### config.mk
export PLATFORM = sky130hd
export DESIGN_NAME = time_disp_scan
export DESIGN_NICKNAME = d
export VERILOG_FILES = /design/src/rtl/time_disp_scan.sv
export SDC_FILE = /design/constraint.sdc
export NUM_CORES = 1
export LEC_CHECK = 0
export CAP_MARGIN = 20
export CORE_AREA = 10 10 97 99
export DETAILED_ROUTE_END_ITERATION = 10
export DIE_AREA = 0 0 107 109
export PLACE_DENSITY_LB_ADDON = 0.05
export SLEW_MARGIN = 25
export SYNTH_ARGS = -nofsm -noshare
export SYNTH_HDL_FRONTEND = slang
export SYNTH_SLANG_ARGS = --single-unit
### constraint.sdc
create_clock -name clk -period 3.6 [get_ports clk]
set_input_delay 0.72 -clock clk [delete_from_list [all_inputs] [get_ports clk]]
set_output_delay 0.72 -clock clk [all_outputs]
set_load 0.005 [all_outputs]
### src/rtl/time_disp_scan.sv
// Six-digit multiplexed 7-segment driver for HH.MM.SS. It takes a once-per-frame
// snapshot of the binary time, splits each field to BCD, and scans the digits with a blinking separator.
module time_disp_scan #(
    parameter int SCAN_DIV     = 50000,
    parameter int BLINK_FRAMES = 83
) (
    input  logic       clk,
    input  logic       rset,
    input  logic       en,
    input  logic [7:0] sec,
    input  logic [7:0] min,
    input  logic [7:0] hour,
    output logic [7:0] seg,
    output logic [5:0] dig_sel,
    output logic       frame_done
);

    localparam int TICK_W  = (SCAN_DIV > 1) ? $clog2(SCAN_DIV) : 1;
    localparam int FRAME_W = (BLINK_FRAMES > 1) ? $clog2(BLINK_FRAMES) : 1;
    localparam logic [TICK_W-1:0]  TICK_LAST  = TICK_W'(SCAN_DIV - 1);
    localparam logic [FRAME_W-1:0] FRAME_LAST = FRAME_W'(BLINK_FRAMES - 1);
    localparam logic [2:0]         IDX_LAST   = 3'd5;
    localparam logic [7:0]         SEG_BLANK  = 8'hFF;
    localparam logic [7:0]         SEG_DASH   = 8'hBF;
    localparam logic [5:0]         DIG_NONE   = 6'h3F;

    logic [TICK_W-1:0]  tick_cnt_q, tick_cnt_d;
    logic [2:0]         idx_q, idx_d;
    logic [7:0]         snap_hour_q, snap_hour_d;
    logic [7:0]         snap_min_q, snap_min_d;
    logic [7:0]         snap_sec_q, snap_sec_d;
    logic [FRAME_W-1:0] frame_cnt_q, frame_cnt_d;
    logic               blink_q, blink_d;
    logic               tick_q, tick_d;
    logic [7:0]         seg_q, seg_d;
    logic [5:0]         dig_sel_q, dig_sel_d;
    logic               frame_done_q, frame_done_d;

    logic       tick;
    logic [7:0] field;
    logic [7:0] tens;
    logic [7:0] units;
    logic [3:0] digit;
    logic [7:0] code;

    function automatic logic [7:0] seg_code(input logic [3:0] d);
        logic [7:0] c;
        case (d)
            4'd0:    c = 8'hC0;
            4'd1:    c = 8'hF9;
            4'd2:    c = 8'hA4;
            4'd3:    c = 8'hB0;
            4'd4:    c = 8'h99;
            4'd5:    c = 8'h92;
            4'd6:    c = 8'h82;
            4'd7:    c = 8'hF8;
            4'd8:    c = 8'h80;
            4'd9:    c = 8'h90;
            default: c = SEG_DASH;
        endcase
        return c;
    endfunction

    // Scan timing, frame snapshot and blink phase; everything freezes while en=0.
    always_comb begin
        tick         = en && (tick_cnt_q == TICK_LAST);
        tick_cnt_d   = tick_cnt_q;
        idx_d        = idx_q;
        snap_hour_d  = snap_hour_q;
        snap_min_d   = snap_min_q;
        snap_sec_d   = snap_sec_q;
        frame_cnt_d  = frame_cnt_q;
        blink_d      = blink_q;
        tick_d       = tick;

        if (en) begin
            tick_cnt_d = tick ? '0 : tick_cnt_q + TICK_W'(1);
        end

        if (tick) begin
            if (idx_q == IDX_LAST) begin
                idx_d       = 3'd0;
                snap_hour_d = hour;
                snap_min_d  = min;
                snap_sec_d  = sec;
                if (frame_cnt_q == FRAME_LAST) begin
                    frame_cnt_d = '0;
                    blink_d     = ~blink_q;
                end else begin
                    frame_cnt_d = frame_cnt_q + FRAME_W'(1);
                end
            end else begin
                idx_d = idx_q + 3'd1;
            end
        end
    end

    // Pin decode from the current digit slot and the frozen snapshot.
    always_comb begin
        case (idx_q)
            3'd0, 3'd1: field = snap_hour_q;
            3'd2, 3'd3: field = snap_min_q;
            default:    field = snap_sec_q;
        endcase

        tens  = field / 8'd10;
        units = field % 8'd10;
        digit = idx_q[0] ? units[3:0] : tens[3:0];
        code  = (field >= 8'd100) ? SEG_DASH : seg_code(digit);

        // Separator dots sit after the hour and minute units digits.
        if (blink_q && (idx_q == 3'd1 || idx_q == 3'd3)) begin
            code[7] = 1'b0;
        end

        seg_d        = SEG_BLANK;
        dig_sel_d    = DIG_NONE;
        frame_done_d = 1'b0;
        if (en) begin
            seg_d        = code;
            dig_sel_d    = ~(6'b000001 << idx_q);
            frame_done_d = tick_q && (idx_q == 3'd0);
        end
    end

    always_ff @(posedge clk) begin
        if (rset) begin
            tick_cnt_q   <= '0;
            idx_q        <= IDX_LAST;
            snap_hour_q  <= 8'd0;
            snap_min_q   <= 8'd0;
            snap_sec_q   <= 8'd0;
            frame_cnt_q  <= '0;
            blink_q      <= 1'b0;
            tick_q       <= 1'b0;
            seg_q        <= SEG_BLANK;
            dig_sel_q    <= DIG_NONE;
            frame_done_q <= 1'b0;
        end else begin
            tick_cnt_q   <= tick_cnt_d;
            idx_q        <= idx_d;
            snap_hour_q  <= snap_hour_d;
            snap_min_q   <= snap_min_d;
            snap_sec_q   <= snap_sec_d;
            frame_cnt_q  <= frame_cnt_d;
            blink_q      <= blink_d;
            tick_q       <= tick_d;
            seg_q        <= seg_d;
            dig_sel_q    <= dig_sel_d;
            frame_done_q <= frame_done_d;
        end
    end

    assign seg        = seg_q;
    assign dig_sel    = dig_sel_q;
    assign frame_done = frame_done_q;

endmodule

; ---- Word level (Yosys, flattened, before mapping)
; Memory sizes are Yosys's and may differ from the RTL's.
; Index checks and enable logic that the tools add are counted.
; W data, S select, Z words.
[op_classes]
n_eq_ne = 6
mux = 7
n_reduce_logical = 11
mul = 0
n_lt_le_gt_ge = 1
bitwise = 3
div_mod_pow = 2
addsub = 3
shifts = 1
[op_table]
columns = op, n
row1 = $add A16 B1 Y16 const B, 1
row2 = $eq A16 B16 Y1 const B, 1
row3 = $mux W16, 1
row4 = $pmux W8 S2, 1
row5 = $div A8 B4 Y8 const B, 1
row6 = $ge A8 B7 Y1 const B, 1
row7 = $mod A8 B4 Y8 const B, 1
row8 = $mux W8, 1
row9 = $add A7 B1 Y7 const B, 1
row10 = $eq A7 B7 Y1 const B, 1
row11 = $mux W7, 1
row12 = $eq A3 B2 Y1 const B, 2
row13 = $not A6 Y6, 1
row14 = $reduce_or A2 Y1, 3
row15 = $shl A1 B3 Y6 const A, 1
row16 = $mux W4, 1
row17 = $add A3 B1 Y3 const B, 1
row18 = $eq A3 B1 Y1 const B, 1
row19 = $eq A3 B3 Y1 const B, 1
row20 = $logic_and A1 B1 Y1, 3
row21 = $logic_not A3 Y1, 1
row22 = $mux W3, 1
row23 = $reduce_and A3 Y1, 1
row24 = $reduce_or A3 Y1, 1
row25 = other kinds (4), 5
[word_totals]
latchBits = 0
n_memories = 1
ff_bits = 67
mem_bits_rw = 0
rom_bits = 112
word_cells = 47
output_inout_bits = 15
inputBits = 27
[memory_table]
columns = memory, words, word_bits, rd, rd_clocked_by_memory_dff, write_ports, line
row1 = (no name shown), 16, 7, 1, 0, 0, 48  ; case (d)

; ---- Longest topological paths before layout
; Gate-level depths: netlist of the first run.
; An unclocked memory read counts as a cell.
[logic_depth]
word_depth = 8
mapped_depth = 18

; ---- Worst setup path before layout of the first run
; Ideal clock, no wire load.
[synth_path]
path_kind = register to register
start = reg idx_q[0]
end = reg seg_q[4] (netlist: seg[4])
arrival_time_ps = 3754
slack_ps = -223
setup_time_ps = 69
stages_incl_launch_ff = 17
n_path_buf = 2
path_cell_list = dfxtp_1 > clkbuf_1 > and2_1 > ha_1 > nor2_2 > buf_2 > a221oi_4 > nand2_2 > o22a_2 > o21ai_0 > a31oi_2 > or4_1 > o221a_2 > ha_1 > nor4_1 > a211oi_1 > o21ai_1
[synth_via]
elab_chain_len = 6
elab_cells_between_ends = 13
cone_classes = 2 x div / 1 x order compare / 3 x eq/ne / 2 x mux / 4 x reduce/logical / 1 x memory
[synth_rtl]
columns = element, line
row1 = "start, declared", 28  ; logic [2:0] idx_q, idx_d;
row2 = "start signal, assigned", 141  ; idx_q <= idx_d;
row3 = "$eq A3 B2 Y1, or another cell as far along", 100  ; case (idx_q)
row4 = $reduce_or A2 Y1, 100
row5 = $pmux W8 S2, 100
row6 = $div A8 B4 Y8 or $mod A8 B4 Y8 (tied branches), "106, 107"
row7 = $mux W4, 108  ; digit = idx_q[0] ? units[3:0] : tens[3:0];
row8 = $mem_v2 Z16 W7, --
row9 = "end signal, assigned", 148  ; seg_q <= seg_d;
row10 = "end, declared", 35  ; logic [7:0] seg_q, seg_d;
; Several ways; a longest one is shown, not always the timed one.
; A chain may end at the register's enable or synchronous reset.

; ---- Final worst setup path of the first run
[layout_path]
start = reg idx_q[1]
end = reg seg_q[4] (netlist: seg[4])
[layout_via]
elab_chain_len = 6
elab_cells_between_ends = 13
cone_classes = 2 x div / 1 x order compare / 3 x eq/ne / 2 x mux / 4 x reduce/logical / 1 x memory
[layout_rtl]
columns = element, line
row1 = "$eq A3 B2 Y1, or another cell as far along", 100
row2 = $reduce_or A2 Y1, 100
row3 = $pmux W8 S2 (*), 100
row4 = $div A8 B4 Y8 or $mod A8 B4 Y8 (tied branches), "106, 107"
row5 = $mux W4, 108
row6 = $mem_v2 Z16 W7, --
; Mark *: on every way between the ends. The rest lies on a longest branch, timed or not.

==> flow_metrics.env, run 1 <==
export IMPL_path_max_fanout=6
export IMPL_fin_setup_tns_ps=0
export IMPL_coreArea_mm2=0.00753
export IMPL_antenna_found_initial=0
export IMPL_p_per_area_mw_per_mm2=303
export IMPL_synth_top_area_share_pct=36.3
export IMPL_dp_hpwl_um=7090
export IMPL_seq_power_share_pct=49.5
export IMPL_irDropWorstVdd_uv=343
export IMPL_fin_crit_ps=3590
export IMPL_clock_latency_ps=350
export IMPL_cp_end_kind="flip-flop"
export IMPL_area_growth_pct=35.6
export IMPL_status="complete, no violations"
export IMPL_regToRegStartpoint="idx_q[1]"
export IMPL_yosys_cell_types_count=66
export IMPL_ys_flop_type="dfxtp_1"
export IMPL_die_w_um=107
export IMPL_synth_seq_cells=67
export IMPL_syn_nets=501
export IMPL_cp_arrival_ps=3870
export IMPL_overflow=0
export IMPL_io_pins=42
export IMPL_synthArstFlopShare_pct=0
export IMPL_routed_wl_um=9850
export IMPL_postCtsHoldBufs=0
export IMPL_startpoint_type="flip-flop"
export IMPL_clock_power_share_pct=46.2
export IMPL_die_h_um=109
export IMPL_synth_top_area_cell="dfxtp_1"
export IMPL_clk_pin_slew_worst_paths_ps=80
export IMPL_holdPathStages=1
export IMPL_final_hold_violation_count=0
export IMPL_final_common_cell="nand2_1"
export IMPL_gp_congestion=0.910
export IMPL_grt_usage_pct=16.1
export IMPL_grt_pass1_wl_um=15500
export IMPL_rows=32
export IMPL_fmax_mhz=279
export IMPL_slew_headroom_pct=45.5
export IMPL_grt_setup_unrepaired="true"
export IMPL_yosysSeqAreaShare_pct=36.3
export IMPL_synth_avg_cell_area_um2=7.96
export IMPL_fin_util_pct=66.5
export IMPL_die_area_mm2=0.0117
export IMPL_cts_sinks=67
export IMPL_cts_max_level=3
export IMPL_fin_skew_ps=12.1
export IMPL_switching_power_mw=0.333
export IMPL_reg2reg_to="seg[4]"
export IMPL_cts_tree="built"
export IMPL_fin_crit_sh_pct=99.7
export IMPL_power_leakage_nw=1.81
export IMPL_ys_warn_count=0
export IMPL_synth_edf_count=0
export IMPL_start_util_pct=49.1
export IMPL_synthTopCellsByArea="dfxtp_1 (36%), nand2_1 (8.5%), a21oi_1 (5.7%), nor2_1 (4.6%), ha_1 (3.4%)"
export IMPL_drive_above_1_share_pct=22.6
export IMPL_syn_inst=464
export IMPL_n_antenna_cell=0
export IMPL_drv_cap=0
export IMPL_finalSetupViolCount=0
export IMPL_root_buffer="clkbuf_8"
export IMPL_switching_share_pct=22.0
export IMPL_syn_area_mm2=0.00369
export IMPL_p_comb_share_pct=4.2
export IMPL_post_route_drc_count=0
export IMPL_port_buffers=41
export IMPL_final_antenna_net_count=0
export IMPL_firstDrtPassIters=4
export IMPL_fin_nets=581
export IMPL_min_from="blink_q"
export IMPL_rr_worst_depth=16
export IMPL_internal_power_mw=1.18
export IMPL_hold_class="reg -> reg"
export IMPL_drt_iter0_drc=200
export IMPL_clk_path_buf_depth=2
export IMPL_worstPathRequired_ps=3880
export IMPL_num_vias=3602
export IMPL_rrSetupSlack_ps=10
export IMPL_worstHoldEndpoint="seg[7]"
export IMPL_wl_per_cell_um=15.1
export IMPL_fillCellCount=673
export IMPL_worst_slew_pin_slew_ps=818
export IMPL_viasPerCell=5.53
export IMPL_final_cell_mix="nand2_1 (84), dfxtp_1 (65), buf_4 (45), nor2_1 (42), clkdlybuf4s50_1 (41)"
export IMPL_drv_slew=0
export IMPL_path_class="reg -> reg"
export IMPL_numCtsBuffers=9
export IMPL_grt_max_degree=34
export IMPL_grt_pass1_vias=3353
## critical path, stage by stage, from the launching register on
cell	delay [ps]
dfxtp_2	330
and2_4	160
ha_4	150
buf_6	120
buf_12	120
a221o_1	430
a21oi_4	260
nor2_2	90
o21ai_1	170
a32o_2	220
o211ai_2	120
or4_4	520
o221a_4	160
ha_4	180
nor4_4	290
a211oi_2	70
o21ai_1	140
## layer usage
layer  GRT usage (%)  wire length, µm
met1            19.9             4450
met2            26.5             4740
met3            4.01              493
met4            6.48              159
met5               0                0
## Yosys cell counts (all sizes together), types with 9 or more instances
master	n
clkbuf	18
nor3	13
xor2	11
o21ai	21
nand3	13
nand2	85
ha	10
nor2	48
nand4	10
dfxtp	67
inv	9
a21oi	45
## flip-flops by register name (all words and copies together) (netlist names)
| signal | count |
|---|---|
| snap_min_q | 8 |
| frame_done | 1 |
| tick_q | 1 |
| idx_q | 3 |
| frame_cnt_q | 7 |
| dig_sel | 6 |
| snap_hour_q | 8 |
| seg | 8 |
| snap_sec_q | 8 |
| blink_q | 1 |
| tick_cnt_q | 16 |
## power groups by stage
stage	combinational, mW	sequential (mW)	clock [mW]
finish	0.0643	0.751	0.701
global route	0.0700	0.752	0.753
CTS	0.0652	0.751	0.715
detailed placement	0.0652	0.768	0
global placement	0.0643	0.768	0
floorplan	0.0199	0.769	0
## metrics by stage
step / hold slack [ps] / total power [mW] / area (µm²) / cells / setup WS, ps
after CTS: 419 / 1.53 / 4680 / 635 / 5.52
after global placement: 402 / 0.832 / 4450 / 617 / 80.7
after detailed placement: 407 / 0.833 / 4450 / 617 / -0.266
after floorplan: 370 / 0.788 / 3740 / 464 / -17.6
after global routing: 432 / 1.57 / 5010 / 651 / -85.1
final: 415 / 1.52 / 5010 / 651 / 10.1
## cells by family after synthesis
kind of cell	after synthesis	synth area share (%)
flops	67	36.3
xor+xnor	18	4.27
mux	8	2.27
fa+ha+maj	10	3.39
compound gates	115	22.3
simple gates	212	27.6
buf+inv	34	3.86
## how the worst max path moves through the flow
stage,from,endpoint,slack (ps)
2_1_floorplan,idx_q[0],seg[3],-20
3_3_place_gp,idx_q[1],seg[3],80
3_5_place_dp,idx_q[1],seg[4],-0.3
4_1_cts,idx_q[1],seg[4],6
5_1_grt,idx_q[1],seg[4],-90
6_report,idx_q[1],seg[4],10
## final cells by class
| type | instances | area (µm²) | share of cell area, % |
|---|---|---|---|
| multi-input combinational | 363 | 2410 | 48.2 |
| sequential | 67 | 1340 | 26.8 |
| timing repair buffer | 94 | 868 | 17.3 |
| tap | 102 | 128 | 2.55 |
| clock buffer | 9 | 124 | 2.47 |
| clock inverter | 7 | 98.8 | 1.97 |
| inverter | 9 | 33.8 | 0.675 |
## timing repair
item | in CTS | in global routing
setup buffers | 2 | 16
hold endpoints to repair | 0 | 0
gates resized for setup | 0 | 41
setup endpoints to repair | 1 | 7
pin swaps | 2 | 18
Note: power is estimated with default switching activity, not from simulation.
==> run 2: changes to the inputs <==
- CAP_MARGIN: 20 -> not set
==> results of run 2 <==
No change in the layout: final DEF, timing and power equal those of run 1.
==> run 3: changes to the inputs <==
- CTS_BUF_LIST: not set -> sky130_fd_sc_hd__clkbuf_16
==> run 3 against run 2 <==
Die area unchanged; flip-flop and latch count did not move; final cell count down 2.2%; critical path depth down 2; fmax grew 3.4%; sequential power about the same; sequential share of layout area up 0.73 points; first-iteration DRC count down 25%.
==> flow_metrics.env, run 3 (synthesis results as in run 1) <==
export IMPL_dp_cells=617
export IMPL_hold_class="reg -> reg"
export IMPL_p_per_area_mw_per_mm2=363
export IMPL_largest_reg_flops=16
export IMPL_area_growth_pct=31.9
export IMPL_grt_pass1_wl_um=15600
export IMPL_irDropWorstVdd_uv=279
export IMPL_holdPathStages=1
export IMPL_cts_max_level=3
export IMPL_wl_per_cell_um=15.0
export IMPL_die_area_mm2=0.0117
export IMPL_status="complete, no violations"
export IMPL_drv_cap=0
export IMPL_n_antenna_cell=0
export IMPL_critical_path_max_stage_delay_ps=540
export IMPL_die_w_um=107
export IMPL_io_pins=42
export IMPL_start_util_pct=49.1
export IMPL_drt_iter0_drc=151
export IMPL_fmax_mhz=288
export IMPL_worstPathRequired_ps=3860
export IMPL_root_buffer="clkbuf_16"
export IMPL_cts_tree="built"
export IMPL_crit_slowest_cell="or4_1"
export IMPL_numCtsBuffers=9
export IMPL_gp_congestion=0.910
export IMPL_instances_no_fill=637
export IMPL_worst_slew_pin_slew_ps=808
export IMPL_rr_worst_depth=14
export IMPL_viasPerCell=5.57
export IMPL_final_common_cell="nand2_1"
export IMPL_final_cell_mix="nand2_1 (84), dfxtp_1 (66), nor2_1 (44), clkdlybuf4s50_1 (41), a21oi_1 (40)"
export IMPL_fillCellCount=686
export IMPL_grt_usage_pct=16.3
export IMPL_clock_latency_ps=330
export IMPL_drive_above_1_share_pct=18.9
export IMPL_routed_wl_um=9590
export IMPL_post_route_drc_count=0
export IMPL_path_cells="and2_4 -> ha_4 -> or2_4 -> a221oi_4 -> nand3_2 -> and3_4 -> o211ai_4 -> a31oi_4 -> or4_1 -> o221a_4 -> ha_1 -> nor4_2 -> a211oi_2 -> o21ai_1"
export IMPL_rows=32
export IMPL_clk_pin_slew_worst_paths_ps=60
export IMPL_cts_sinks=67
export IMPL_fin_nets=567
export IMPL_drv_slew=0
export IMPL_grt_pass1_vias=3379
export IMPL_slew_headroom_pct=46.2
export IMPL_dp_hpwl_um=7090
export IMPL_path_class="reg -> reg"
export IMPL_cp_arrival_ps=3730
export IMPL_grt_max_degree=34
export IMPL_final_antenna_net_count=0
export IMPL_fin_util_pct=64.7
export IMPL_firstDrtPassIters=5
export IMPL_overflow=0
export IMPL_path_max_fanout=9
export IMPL_top_register="tick_cnt_q"
export IMPL_fin_crit_ps=3470
export IMPL_finalSetupViolCount=0
export IMPL_clk_path_buf_depth=2
export IMPL_antenna_found_initial=0
export IMPL_startpoint_type="flip-flop"
export IMPL_coreArea_mm2=0.00753
export IMPL_num_vias=3548
export IMPL_cp_end_kind="flip-flop"
export IMPL_die_h_um=109
export IMPL_port_buffers=41
export IMPL_fin_crit_sh_pct=96.5
export IMPL_fin_skew_ps=6.83
export IMPL_power_leakage_nw=1.78
export IMPL_final_hold_violation_count=0
-- run 3: changes by cell type in the layout (fill, tap and decap cells not counted), moves of 2 or more --
cell,previous run,this run
buf_6,4,1
nor2_1,42,44
nor2_4,2,0
clkbuf_8,9,0
clkbuf_16,0,9
buf_4,45,37
buf_12,3,1
nor3_2,1,3
-- run 3: power by group --
part	internal, mW	switching [mW]
combinational	0.0407	0.0233
clock	0.611	0.341
sequential	0.749	0.00299
-- run 3: stage by stage --
step	instance area, µm²	setup TNS, ps	power (mW)	hold slack [ps]	worst slack [ps]
finish	4870	0	1.77	409	127
global route	4870	-41.4	1.82	421	-21.0
CTS	4780	0	1.78	417	15.4
detailed placement	4450	-0.266	0.833	407	-0.266
global placement	4450	0	0.832	402	80.7
floorplan	3740	-32.4	0.788	370	-17.6
-- run 3: final cells by class --
cell class / instances / area, µm² / area share [%]
inverter: 9 / 33.8 / 0.694
sequential: 67 / 1340 / 27.6
timing repair buffer: 80 / 719 / 14.8
clock buffer: 9 / 225 / 4.62
clock inverter: 7 / 98.8 / 2.03
tap: 102 / 128 / 2.62
multi-input combinational: 363 / 2320 / 47.7
-- run 3: path summary, 6_finish.rpt --
check	startpoint	end	slack, ps
min reg2reg	blink_q	seg[7]	410
min	blink_q	seg[7]	410
max	idx_q[1]	seg[4]	130
max reg2reg	idx_q[1]	seg[4]	130
-- run 3: metal layers --
| layer | vias up | share of wire (%) | global-route usage (%) |
|---|---|---|---|
| met1 | 1672 | 46 | 19.9 |
| met4 | 0 | 1.8 | 6.96 |
| met3 | 17 | 4.1 | 3.83 |
| met5 | - | 0 | 0 |
| met2 | 73 | 48 | 26.9 |
| li1 | 1786 | - | - |
-- run 3: worst max-delay path, delay by kind of cell (launching register included) --
kind,cells,cell delay (ps)
and+or+nand+nor,6,1610
AOI/OAI and AO/OA,6,1090
adders and majority gates,2,380
DFF,1,310
-- run 3: what timing repair did --
| action | CTS | global route |
|---|---|---|
| setup endpoints to repair | 1 | 7 |
| gates resized for setup | 0 | 17 |
| hold buffers | 0 | 0 |
| pin swaps | 2 | 7 |
| buffers inserted | 2 | 2 |
==> RTL change: new RTL, flow settings as in run 1 <==
Change the parameter `SCAN_DIV` from 50000 to 200000.
--- a/src/rtl/time_disp_scan.sv
+++ b/src/rtl/time_disp_scan.sv
@@ -1,7 +1,7 @@
 // Six-digit multiplexed 7-segment driver for HH.MM.SS. It takes a once-per-frame
 // snapshot of the binary time, splits each field to BCD, and scans the digits with a blinking separator.
 module time_disp_scan #(
-    parameter int SCAN_DIV     = 50000,
+    parameter int SCAN_DIV     = 200000,
     parameter int BLINK_FRAMES = 83
 ) (
     input  logic       clk,
Check against the original RTL: no difference found for any inputs over 10 cycles, from zero or initial values; that may be too few to reach the edited logic, so the function may still have changed.
==> RTL change against run 1 <==
  * The flow now finishes with violations (setup timing)
  * Area after synthesis rose by 7.0%
  * Final cell count is 10% higher
  * Routed wire length up 13%
  * Sequential share of layout area shrank 1.9 points
  * Sequential cell count is 2 higher
  * Synthesized cell count up 5.4%
  * First-iteration DRC count is 10% lower
  * Design area is 11% higher
  * Worst setup slack got worse by 0.17 ns
  * Power rose by 2.6%
  * Clock skew shrank 0.00092 ns
  * Non-clock buffer count is 49 higher
  * Critical endpoint unchanged
  * Largest cell class unchanged
  * Highest routed layer unchanged
==> RTL change: results (changes against run 1) <==
- Status: complete, but fails checks
- Failing checks: setup timing
- HPWL Detailed: 7860 µm (+11%)
- First-pass GRT wire length: 18100 µm (+17%)
- Min Hold Slack: 0.411 ns (-0.00363 ns)
- # fillers: 571 (-15%)
- Most instantiated cells after synthesis: nand2_1 (86), dfxtp_1 (69), nor2_1 (48)
- Largest net degree at the start of global routing: 33 (-2.9%)
- Netlist cell types: 71 (+7.6%)
- Fin cells: 717 (+10%)
- WL/cell: 15.5 µm (+2.3%)
- Post-route setup TNS: -0.690 ns (-0.690 ns)
- Clk pwr share: 46.6% (+0.4 points)
- CTS Buf Count: 9 (unchanged)
- Total track usage: 18.7% (+2.6 points)
- Sw frac: 21.6% (-0.36 points)
- Critical Path Slowest Stage Cell: a221o_1
- Leakage: 2.23 nW (+23%)
- Root Driver: clkbuf_8
- Post-DP Area: 4970 µm² (+12%)
- Gpl congestion: 0.927 (+1.9%)
- Worst reg2reg path depth: 19 (+3)
- Crit path DAT: 4.05 ns (+0.18 ns)
- Share of cells above drive strength 1: 28.8% (+6.2 points)
- Sequential element share of the synthesized area: 35.0% (-1.4 points)
- Largest register FFs: 18 (+2)
- CP Max Fanout: 7 (+1)
- Post-layout total power: 1.56 mW (+2.6%)
- Relative slew slack: 62.7% (+17 points)
- Post-synth net total: 526 (+5.0%)
- Synth top area cells: dfxtp_1 (35%), nand2_1 (8.2%), a21oi_1 (5.8%)
- Compound-gate portion of the synthesized area: 22.5% (+0.19 points)
- Pre-CTS WS: -0.233 ns (-0.233 ns)
- Post-synthesis xor/xnor area fraction: 5.51% (+1.2 points)
- DR iter-0 viols: 180 (-10%)
- Post-synthesis mux area share: 1.27% (-1.0 points)
- Inst Count DP: 681 (+10%)
- Post-DR vias/cell: 5.66 (+2.3%)
- H-tree depth: 3 (unchanged)
- Skew-Pair Late Insertion Delay: 0.34 ns
- Worst vdd ir: 214 µV (-38%)
- Clock Skew: 0.0112 ns (-0.000922 ns)
- Final setup vio count: 7 (+7)
- Syn_area_per_cell: 8.08 µm² (+1.5%)
- Comb pwr share: 3.8% (-0.4 points)
- Setup ws final: -0.160 ns (-0.170 ns)
- Adder-Cell Fraction of Synth Area: 3.17% (-0.22 points)
- Vias in the first global route: 3840 (+15%)
- Delay of the slowest critical-path stage: 0.34 ns (-0.18 ns)
- Final Net Count: 647 (+11%)
[RTL change: changes by cell type in the layout (fill, tap and decap cells not counted), moves of 4 or more]
cell / change
a21oi_1: +4
buf_4: +43
buf_6: +6
nand2b_1: -4
nand3_1: +8
nor3_1: -6
nor4_1: +5
o211ai_1: +6
o21ai_0: -4
xor2_1: +4
[RTL change: kinds of logic after synthesis]
group | Yosys count
compound gates | 121
xor+xnor | 24
fa+ha+maj | 10
buf+inv | 43
flops | 69
mux | 5
simple gates | 217
[RTL change: worst min path at each step]
stage                 start      to  depth (start not counted)
floorplan           blink_q  seg[7]                          1
global placement    blink_q  seg[7]                          1
detailed placement  blink_q  seg[7]                          1
CTS                 blink_q  seg[7]                          1
global route        blink_q  seg[7]                          1
finish              blink_q  seg[7]                          1
[RTL change: area by class of cell]
cell class / instances / area, µm² / area share, %
Inverter: 10 / 37.5 / 0.675
Timing Repair Buffer: 143 / 1250 / 22.5
Clock buffer: 10 / 138 / 2.47
Multi-Input combinational cell: 377 / 2530 / 45.4
Sequential cell: 69 / 1390 / 24.9
Tap cell: 102 / 128 / 2.29
Clock inverter: 6 / 93.8 / 1.69
[RTL change: per-layer routing]
layer  part of all wire (%)  wire [µm]  track usage, %
met3                    6.4        715            4.96
met5                      0          0               0
met4                    2.2        248            8.12
met2                     47       5170            29.9
met1                     45       4950            23.3
[RTL change: repair_timing]
| action | 4_1_cts | 5_1_grt |
|---|---|---|
| pin swaps | 23 | 16 |
| setup endpoints to repair | 7 | 7 |
| gates resized for setup | 27 | 17 |
| cloned | 1 | 1 |
| setup buffers | 11 | 7 |
